**src/rtl/risc_pkg.sv**
```systemverilog
// Shared definitions for the interrupt controller: FSM state encoding and
// default parameter values.
package risc_pkg;

  localparam int          DEF_NUM_IRQ    = 8;
  localparam logic [31:0] DEF_VEC_BASE   = 32'h0000_0040;
  localparam logic [31:0] DEF_VEC_STRIDE = 32'd4;
  localparam bit          DEF_ROTATE     = 1'b0;

  typedef enum logic [1:0] {
    ST_IDLE    = 2'd0,
    ST_REQ     = 2'd1,
    ST_SERVICE = 2'd2
  } state_t;

endpackage

```
**src/rtl/int_prio_enc.sv**
```systemverilog
// Combinational circular priority encoder: the first set request at or after
// the base index (wrapping) wins.
module int_prio_enc #(
  parameter int N   = 8,
  parameter int IDW = $clog2(N)
) (
  input  logic [N-1:0]   req,
  input  logic [IDW-1:0] base,
  output logic [IDW-1:0] grant,
  output logic           valid
);

  int unsigned k;

  // Scan from the farthest offset down so the offset closest to base is the
  // last to write grant, and therefore wins.
  always_comb begin
    grant = '0;
    valid = 1'b0;
    k     = 0;
    for (int i = N - 1; i >= 0; i--) begin
      k = 32'(base) + 32'(i);
      if (k >= 32'(N)) k = k - 32'(N);
      if (req[IDW'(k)]) begin
        grant = IDW'(k);
        valid = 1'b1;
      end
    end
  end

endmodule

```
**src/rtl/risc_int_ctrl.sv**
```systemverilog
// Interrupt controller: per-source edge/level pending capture, enable gating,
// fixed or rotating priority, and a single-outstanding request/service handshake.
//
// state      | meaning
// -----------+-------------------------------------------------------------
// ST_IDLE    | no request outstanding; arbitrate over pending & enable
// ST_REQ     | INT high, int_id/int_vec frozen until int_ack
// ST_SERVICE | CPU servicing int_id; new requests wait for eoi
module risc_int_ctrl
  import risc_pkg::*;
#(
  parameter int                 NUM_IRQ    = DEF_NUM_IRQ,
  parameter logic [NUM_IRQ-1:0] EDGE_MASK  = '1,
  parameter logic [31:0]        VEC_BASE   = DEF_VEC_BASE,
  parameter logic [31:0]        VEC_STRIDE = DEF_VEC_STRIDE,
  parameter bit                 ROTATE     = DEF_ROTATE,
  localparam int                IDW        = $clog2(NUM_IRQ)
) (
  input  logic               clk,
  input  logic               rst,
  input  logic [NUM_IRQ-1:0] irq_in,
  input  logic               en_we,
  input  logic [NUM_IRQ-1:0] en_wdata,
  output logic               INT,
  input  logic               int_ack,
  output logic [31:0]        int_vec,
  output logic [IDW-1:0]     int_id,
  input  logic               eoi,
  output logic               busy,
  output logic [NUM_IRQ-1:0] pending
);

  state_t state, state_nxt;

  logic [NUM_IRQ-1:0] en_q, irq_q, pend_q, pend_nxt, ack_clr;
  logic [IDW-1:0]     id_q, rot_ptr, grant, prio_base;
  logic               grant_vld, ack_ok, eoi_ok;

  assign ack_ok    = (state == ST_REQ) && int_ack;
  assign eoi_ok    = (state == ST_SERVICE) && eoi;
  assign prio_base = ROTATE ? rot_ptr : '0;

  int_prio_enc #(.N(NUM_IRQ), .IDW(IDW)) u_prio (
    .req   (pend_q & en_q),
    .base  (prio_base),
    .grant (grant),
    .valid (grant_vld)
  );

  always_ff @(posedge clk or posedge rst) begin
    if (rst) state <= ST_IDLE;
    else     state <= state_nxt;
  end

  always_comb begin
    state_nxt = state;
    case (state)
      ST_IDLE:    if (grant_vld) state_nxt = ST_REQ;
      ST_REQ:     if (int_ack)   state_nxt = ST_SERVICE;
      ST_SERVICE: if (eoi)       state_nxt = ST_IDLE;
      default:                   state_nxt = ST_IDLE;
    endcase
  end

  // Edge bits: a fresh rising edge beats an ack clear in the same cycle.
  // Level bits simply track irq_in one cycle late.
  always_comb begin
    ack_clr  = ack_ok ? (NUM_IRQ'(1) << id_q) : '0;
    pend_nxt = (EDGE_MASK & ((irq_in & ~irq_q) | (pend_q & ~ack_clr)))
             | (~EDGE_MASK & irq_in);
  end

  always_ff @(posedge clk or posedge rst) begin
    if (rst) begin
      en_q    <= '0;
      irq_q   <= '0;
      pend_q  <= '0;
      id_q    <= '0;
      rot_ptr <= '0;
    end else begin
      if (en_we) en_q <= en_wdata;
      irq_q  <= irq_in;
      pend_q <= pend_nxt;
      if (state == ST_IDLE && grant_vld) id_q <= grant;
      if (ROTATE && eoi_ok)
        rot_ptr <= (id_q == IDW'(NUM_IRQ - 1)) ? '0 : id_q + 1'b1;
    end
  end

  assign INT     = (state == ST_REQ);
  assign busy    = (state != ST_IDLE);
  assign int_id  = id_q;
  assign int_vec = VEC_BASE + 32'(id_q) * VEC_STRIDE;
  assign pending = pend_q;

endmodule

```
**config.mk**
```make
export PLATFORM = sky130hd
export DESIGN_NAME = risc_int_ctrl
export DESIGN_NICKNAME = d
export VERILOG_FILES = /design/src/rtl/risc_pkg.sv /design/src/rtl/int_prio_enc.sv /design/src/rtl/risc_int_ctrl.sv
export SDC_FILE = /design/constraint.sdc
export NUM_CORES = 1
export LEC_CHECK = 0
export BUFFER_PORTS_ARGS = -buffer_cell sky130_fd_sc_hd__buf_2
export CAP_MARGIN = 20
export CORE_MARGIN = 2
export CORE_UTILIZATION = 49
export CTS_CLUSTER_SIZE = 40
export DETAILED_ROUTE_END_ITERATION = 10
export GPL_ROUTABILITY_DRIVEN = 0
export PLACE_DENSITY = 0.84
export SLEW_MARGIN = 30
export SYNTH_ARGS = -nofsm -noshare
export SYNTH_HDL_FRONTEND = slang
export SYNTH_SLANG_ARGS = --single-unit
```
**constraint.sdc**
```tcl
create_clock -name clk -period 2.3 [get_ports clk]
set_clock_uncertainty 0.2 [all_clocks]
set_input_delay 0.115 -clock clk [delete_from_list [all_inputs] [get_ports clk]]
set_output_delay 0.115 -clock clk [all_outputs]
set_load 0.02 [all_outputs]
```
Yosys cells after proc, flatten, opt, wreduce, memory -nomap -nowiden

Index checks and enable logic that the tools add are counted.

Output and inout bits: 45
Word-level logic and storage cells: 44
Input bits: 21
Register bits after elaboration: 29

Mux-type cells: 21
Shifts and indexed selects: 1
Reduce and logical (&&, ||, !) cells: 5
Add/subtract/negate cells: 1
Equal/unequal tests: 5
Bitwise logic cells: 6

Operators with widths:

| cell                                             | number |
|---|---|
| AND 8 bit                                        | 3 |
| two-way mux 3 bit                                | 8 |
| NOT 8 bit                                        | 2 |
| adder 7 x 5 -> 8 bit (first input constant)      | 1 |
| two-way mux 1 bit                                | 8 |
| two-way mux 8 bit                                | 1 |
| OR 8 bit                                         | 1 |
| left shift 1 x 3 -> 8 bit (first input constant) | 1 |
| two-way mux 2 bit                                | 3 |
| case mux 2 bit (3 select lines)                  | 1 |
| != test 2 bit (second input constant)            | 2 |
| AND reduction 3 bit                              | 1 |
| == test 2 x 1 -> 1 bit (second input constant)   | 1 |
| == test 2 bit (second input constant)            | 1 |
| logical AND 1 bit                                | 2 |
| logical NOT 2 bit                                | 1 |
| != test 2 x 1 -> 1 bit (second input constant)   | 1 |
| nonzero test 2 bit                               | 1 |

Longest topological paths before layout

Gate-level depths: netlist (run 1).

Depth in word-level cells: 11
Mapped depth: 4
Gate-level depth less buffers: 4

Modules after synthesis

From an unflattened synthesis (run 1), not the netlist that was laid out.

Cell total of the unflattened synthesis: 211
Area, all modules: 2,169.6 um^2

Modules (own cells, without submodules):

| module        | instances | seq. area each (um^2) | cells an instance | area each (um^2) |
|---|---|---|---|---|
| risc_int_ctrl | 1         | 725.7                 | 121               | 1,387.6 |
| int_prio_enc  | 1         | 0.0                   | 90                | 782.0 |

Least setup slack after synthesis (run 1)

Ideal clock, no wire load.

Kind: reg-to-reg
Start: register pend_q[3] (netlist: pending[3])
End: register id_q[0] (netlist: int_id[0])
Slack: 0.846 ns
Setup time: 0.139 ns
Data required time: 1.961 ns
Arrival: 1.114 ns
Path buffers: 0
Period minus slack after synthesis: 1.454 ns
Stages on the path, launching flop included: 5
Cell sequence: dfrtp_1 > a22oi_1 > nand4_1 > a21oi_1 > a31oi_1

Cells in the longest elaborated chain, start to end: 6
Elaborated cells between the ends (all ways): 10
Classes of those cells: mux: 8; bitwise: 1; reduce/logical: 1

RTL lines:

| what                           | line                | source |
|---|---|---|
| start: declaration             | risc_int_ctrl.sv:35 | `logic [NUM_IRQ-1:0] en_q, irq_q, pend_q, pend_nxt, ack_clr;` |
| start signal: assignment       | risc_int_ctrl.sv:83 | `pend_q <= pend_nxt;` |
| AND 8 bit (*)                  | risc_int_ctrl.sv:44 | `.req (pend_q & en_q),` |
| two-way mux 1 bit (4 in a row) | int_prio_enc.sv:24  | `if (req[IDW'(k)]) begin` |
| logical AND 1 bit              | risc_int_ctrl.sv:84 | `if (state == ST_IDLE && grant_vld) id_q <= grant;` |
| end signal: assignment         | risc_int_ctrl.sv:84 |  |
| end: declaration               | risc_int_ctrl.sv:36 | `logic [IDW-1:0] id_q, rot_ptr, grant, prio_base;` |

Every way passes the cells marked *; elsewhere a longest branch is shown, timed or not.
A chain may end at the register's enable or synchronous reset.

Final worst setup path (run 1)

Start: register state[0]
End: output port busy

Cells in the longest elaborated chain, start to end: 1

RTL lines:

| what                     | line                | source |
|---|---|---|
| start: declaration       | risc_int_ctrl.sv:33 | `state_t state, state_nxt;` |
| start signal: assignment | risc_int_ctrl.sv:52 | `else state <= state_nxt;` |
| nonzero test 2 bit       | risc_int_ctrl.sv:91 | `assign busy = (state != ST_IDLE);` |
| end: declaration         | risc_int_ctrl.sv:29 | `output logic busy,` |

No other way between the ends.

==> results_dict.tcl, run 1 <==
set metrics [dict create \
    synth-simple-area-share 0.0632 \
    clk_path_buf_depth 2 \
    synth_mux_area_frac 0.0641 \
    critPathCaptureType "output pin" \
    cts_num_sinks 29 \
    tns_ns 0 \
    cts-hold-fix-buffers 27 \
    drv_slew 0 \
    fmax_mhz 592 \
    synth_xor_area_frac 0 \
    gr-total-overflow 0 \
    groute.usage.overall 0.213 \
    clkTransAtPathRegs_ns 0.09 \
    num_io_pins 66 \
    worstPathRequired_ns 1.99 \
    grt_pass1_wl_microns 5200 \
    r2r_slack_ns 0.72 \
    fin_ws_ns 0.610 \
    synth_area_sq_um 1410 \
    dpl_worst_slack_ns 0.769 \
    fin_crit_sh 0.735 \
    start_util 0.514 \
    peakVddDrop_mv 0.793 \
    layout-drive-gt1-share 0.281 \
    startpoint_type "flop" \
    setup_viol 0 \
    multiInputGateArea_sq_um 494 \
    num_vias 1153 \
    synth-seq-cells 29 \
    vias_per_cell 5.01 \
    antenna_found_initial 0 \
    synthCells 133 \
    crit_buf_inv 2 \
    first_pass_iters 5 \
    place_hpwl_microns 2060 \
    critPathKind "flop to output pin" \
    port_buffers 36 \
    antenna_left 0 \
    p_leak_nw 0.886 \
    core_sq_um 2730 \
    slowest_delay_ns 0.45 \
    syn_to_final_growth_pct 31.4 \
    dieArea_sq_um 3310 \
    yosysSeqAreaShare 0.516 \
    place_inst 195 \
    fin_crit_ns 1.69 \
    wl_per_cell_microns 13.8 \
    rsz0062_at_grt "no" \
    yosysWarnings 0 \
    path_max_fanout 7 \
    crit_path_top_delay_cell "dfrtp_1" \
    fillers 208 \
    grt_max_degree 30 \
    power_density_nw_per_um2 1030 \
    cts_setup_buffers 0 \
    die_h_microns 57.6 \
    ctsResizeCount 0 \
    synth_cell_types 24 \
    tritoncts "done" \
    n_antenna_cell 0 \
    cts-buffers-inserted 5 \
    seqCellArea_sq_um 726 \
    dieWidth_microns 57.6 \
    cap_viol_max_count 0 \
    drc 0 \
    totalWireLength_microns 3180 \
    num_rows 19 \
    fin_cells 230 \
    synth_area_per_cell_sq_um 10.6 \
    r2r-start "pending[4]" \
    fin_nets 219 \
    crit_arrival_ns 1.37 \
    crit_family "flip-flops" \
    hold_violations 0 \
    htreeDepth 2 \
    crit_path_cell_trace "nor2_1, inv_1, buf_2" \
    hold_path_class "input pin to asynchronous set/reset pin" \
    cp-startpoint "state[0]" \
    synth_fa_ha_area_frac 0 \
    cts_root_buf "clkbuf_4" \
    status "finished, final reports clean" \
    synth_compound_area_frac 0.147 \
    dr.first_iter.drc_count 54 \
    synth_top_family_by_area "buffers and inverters" \
    first_global_vias 1167 \
    clk_latency_ns 0.34 \
]
[power breakdown]
part	total, mW	switching (mW)	internal (mW)
logic	0.681	0.422	0.260
registers	0.779	0.160	0.619
clock network	0.446	0.188	0.258
total	1.91	0.770	1.14
[final timing paths]
check | endpoint | depth (start not counted)
min reg2reg | pending[0] | 1
max | busy | 3
max reg2reg | int_id[0] | 3
min | irq_q[0] | 4
min in group clk | pending[0] | 1
max in group asynchronous | irq_q[1] | 4
[per-stage QoR]
| stage | hold WS, ns | cell area [sq um] | utilization | power [mW] |
|---|---|---|---|---|
| after floorplan | -0.0536 | 1510 | - | 1.24 |
| after global placement | -0.0164 | 1490 | 0.544 | 1.37 |
| after detailed placement | -0.00561 | 1490 | 0.544 | 1.40 |
| after CTS | 0.187 | 1850 | 0.676 | 1.88 |
| after global routing | 0.221 | 1850 | 0.676 | 2.01 |
| final | 0.190 | 1850 | 0.676 | 1.91 |
[registers in the layout, indices dropped and copies added (netlist names)]
name and flops:
state 2, pending 8, int_id 3, en_q 8, irq_q 8
[layout make-up]
type,instances,area share
clock buffers,6,0.0278
flip-flops and latches,29,0.393
repair buffers,64,0.248
multi-input cells,87,0.268
inverters,11,0.0224
well taps,31,0.0210
clock inverters,2,0.0203
[layout by cell type (no fill, tap or decap), types with 7 or more instances in the layout]
cell and instances:
o21ai_0 14, dfrtp_1 29, dlygate4sd3_1 27, mux2_2 8
inv_1 11, buf_2 36, nand2_1 7, conb_1 29
[logic make-up after synthesis]
group / count (synthesis)
buffers and inverters: 44
DFF: 29
muxes: 8
other: 2
and+or+nand+nor: 17
AOI/OAI and AO/OA: 33
[routing by layer]
layer / vias up / global-route usage / part of all wire
li1: 519 / - / -
met1: 530 / 0.229 / 0.35
met2: 86 / 0.369 / 0.50
met3: 18 / 0.0771 / 0.11
met4: 0 / 0.0997 / 0.044
met5: - / 0 / 0
[synth_stat cells]
| cell | n | area share |
|---|---|---|
| o31ai_1 | 1 | 0.0053 |
| a22oi_1 | 5 | 0.027 |
| a222oi_1 | 1 | 0.0071 |
| nand2_1 | 7 | 0.019 |
| mux2_2 | 8 | 0.064 |
| inv_1 | 11 | 0.029 |
| a21oi_1 | 5 | 0.018 |
| a211oi_1 | 1 | 0.0053 |
| o21ai_1 | 2 | 0.0071 |
| o31ai_2 | 1 | 0.0089 |
| nand3_1 | 1 | 0.0036 |
| nand2b_1 | 3 | 0.013 |
| nand4_1 | 1 | 0.0045 |
| nand3b_1 | 1 | 0.0053 |
| o21ai_0 | 14 | 0.050 |
| buf_2 | 1 | 0.0036 |
| or2_4 | 1 | 0.0062 |
| a32o_1 | 2 | 0.014 |
| a31oi_1 | 1 | 0.0045 |
| and2b_2 | 1 | 0.0062 |
| nor2_1 | 2 | 0.0053 |
| dfrtp_1 | 29 | 0.52 |
| buf_4 | 32 | 0.17 |
| conb_1 | 2 | 0.0053 |
[worst reg2reg max path, stage by stage (launching register included)]
cell,delay (ns)
dfrtp_1,0.45
a222oi_1,0.49
a22oi_1,0.17
a31oi_1,0.20
(Power assumes the default switching activity.)
==> run 2, diff against run 1 <==
--- a/config.mk
+++ b/config.mk
@@ -8,11 +8,11 @@
 export BUFFER_PORTS_ARGS = -buffer_cell sky130_fd_sc_hd__buf_2
 export CAP_MARGIN = 20
 export CORE_MARGIN = 2
-export CORE_UTILIZATION = 49
+export CORE_UTILIZATION = 41
 export CTS_CLUSTER_SIZE = 40
 export DETAILED_ROUTE_END_ITERATION = 10
 export GPL_ROUTABILITY_DRIVEN = 0
-export PLACE_DENSITY = 0.84
+export PLACE_DENSITY = 0.75
 export SLEW_MARGIN = 30
 export SYNTH_ARGS = -nofsm -noshare
 export SYNTH_HDL_FRONTEND = slang
==> constraint.sdc (replaced) <==
create_clock -name clk -period 1.5 [get_ports clk]
set_clock_uncertainty 0.2 [all_clocks]
set_input_delay 0.075 -clock clk [delete_from_list [all_inputs] [get_ports clk]]
set_output_delay 0.075 -clock clk [all_outputs]
set_load 0.02 [all_outputs]
==> results_dict.tcl, run 2 (synthesized netlist as in run 1, its figures left out) <==
set metrics [dict create \
    antenna_left 0 \
    crit_buf_inv 0 \
    hold_violations 0 \
    p_int_mw 1.59 \
    dr.first_iter.drc_count 14 \
    hold-worst-slack_ns 0.145 \
    place_inst 211 \
    critPathKind "flop to flop" \
    port_buffers 36 \
    fin_nets 214 \
    antenna_found_initial 0 \
    crit_path_top_delay_cell "dfrtp_2" \
    cts-buffers-inserted 5 \
    grt_max_degree 30 \
    slowest_delay_ns 0.45 \
    startpoint_type "flop" \
    p_leak_nw 0.850 \
    seqCellArea_sq_um 729 \
    htreeDepth 2 \
    worstPathRequired_ns 1.51 \
    first_global_vias 1016 \
    finalPower_mw 2.73 \
    critPathCaptureType "flop" \
    num_rows 21 \
    fmax_mhz 676 \
    clkTransAtPathRegs_ns 0.09 \
    comb_power_share 0.380 \
    crit_path_cell_trace "nand3b_1, or2_4, o31ai_2, o21ai_1" \
    fillers 307 \
    multiInputGateArea_sq_um 522 \
    grt_pass1_wl_microns 4640 \
    clkPwrFrac 0.173 \
    core_sq_um 3310 \
    peakVddDrop_mv 0.929 \
    wl_per_cell_microns 11.9 \
    p_switching_mw 1.14 \
    fin_cells 239 \
    die_h_microns 62.5 \
    power_density_nw_per_um2 1510 \
    clk_latency_ns 0.33 \
    sw_frac_of_total 0.416 \
    rsz0062_at_grt "yes" \
    vias_per_cell 4.51 \
    setup_viol 0 \
    dieWidth_microns 62.5 \
    dieArea_sq_um 3910 \
    num_vias 1078 \
    num_io_pins 66 \
    syn_to_final_growth_pct 28.7 \
    status "finished, final reports clean" \
    hold_path_class "input pin to asynchronous set/reset pin" \
    fin_crit_sh 0.986 \
    tritoncts "done" \
    start_util 0.424 \
    crit_arrival_ns 1.49 \
    place_hpwl_microns 2070 \
    seqPwrFrac 0.447 \
    cap_viol_max_count 0 \
    fin_crit_ns 1.48 \
    drc 0 \
    layout_commonest_cell "buf_2" \
    layout-drive-gt1-share 0.332 \
    totalWireLength_microns 2840 \
    cts_num_sinks 29 \
    groute.usage.overall 0.153 \
    drv_slew 0 \
    first_pass_iters 4 \
    gr-total-overflow 0 \
    path_max_fanout 5 \
    final_cell_mix "buf_2 (36), conb_1 (29), dfrtp_1 (26)" \
    cts_root_buf "clkbuf_4" \
    crit_family "simple AND/OR/NAND/NOR gates" \
    clk_path_buf_depth 2 \
    n_antenna_cell 0 \
]
## run 2: power by group through the flow
stage	Combinational, mW	Sequential, mW	Clock, mW
after floorplan	0.634	1.26	0
after detailed placement	0.961	1.19	0
after CTS	1.01	1.19	0.483
after global routing	1.12	1.26	0.525
final	1.04	1.22	0.472
after global placement	0.952	1.19	0
## run 2: stage by stage
step                setup slack (ns)  utilization  setup TNS (ns)  cell area [sq um]
floorplan                     0.0465            -               0               1510
finish                        0.0216        0.546               0               1810
global route                 -0.0410        0.546          -0.105               1810
detailed placement            0.0152        0.457               0               1510
global placement              0.0206        0.457               0               1510
CTS                           0.0112        0.537               0               1780
## run 2: path summary, 6_finish.rpt
path / end / cells past startpoint / slack, ns / startpoint
setup / recovery: pending[0] / 4 / 0.02 / state[1]
max in group asynchronous: pending[3] / 4 / 0.67 / rst
min in group clk: irq_q[0] / 2 / 0.20 / irq_in[0]
hold / removal: en_q[7] / 4 / 0.15 / rst
setup reg to reg: pending[0] / 4 / 0.02 / state[1]
hold reg to reg: pending[3] / 1 / 0.21 / irq_q[3]
## run 2: area by class of cell
type,count,share of cell area
flip-flops and latches,29,0.403
multi-input cells,87,0.289
repair buffers,59,0.223
well taps,46,0.0318
clock buffers,7,0.0304
inverters,11,0.0228
## run 2: metal layers
| layer | GRT usage | vias to the layer above | part of all wire |
|---|---|---|---|
| li1 | - | 514 | - |
| met1 | 0.183 | 511 | 0.43 |
| met2 | 0.255 | 49 | 0.49 |
| met3 | 0.0559 | 4 | 0.067 |
| met4 | 0.0528 | 0 | 0.011 |
| met5 | 0 | - | 0 |
## run 2: worst register-to-register path: cells and delay by family (launching register included)
family           cells  cell delay (ns)
AND/OR/NAND/NOR      2             0.47
flip-flops           1             0.45
AO/OA/AOI/OAI        2             0.27
## run 2: timing repair
| item | in CTS | in global routing |
|---|---|---|
| pin swaps | 0 | 1 |
| hold buffers | 20 | 0 |
| hold endpoints to repair | 55 | 0 |
| buffers inserted | 0 | 1 |
| endpoints found under the setup margin | 2 | 11 |
| resized for setup | 2 | 12 |
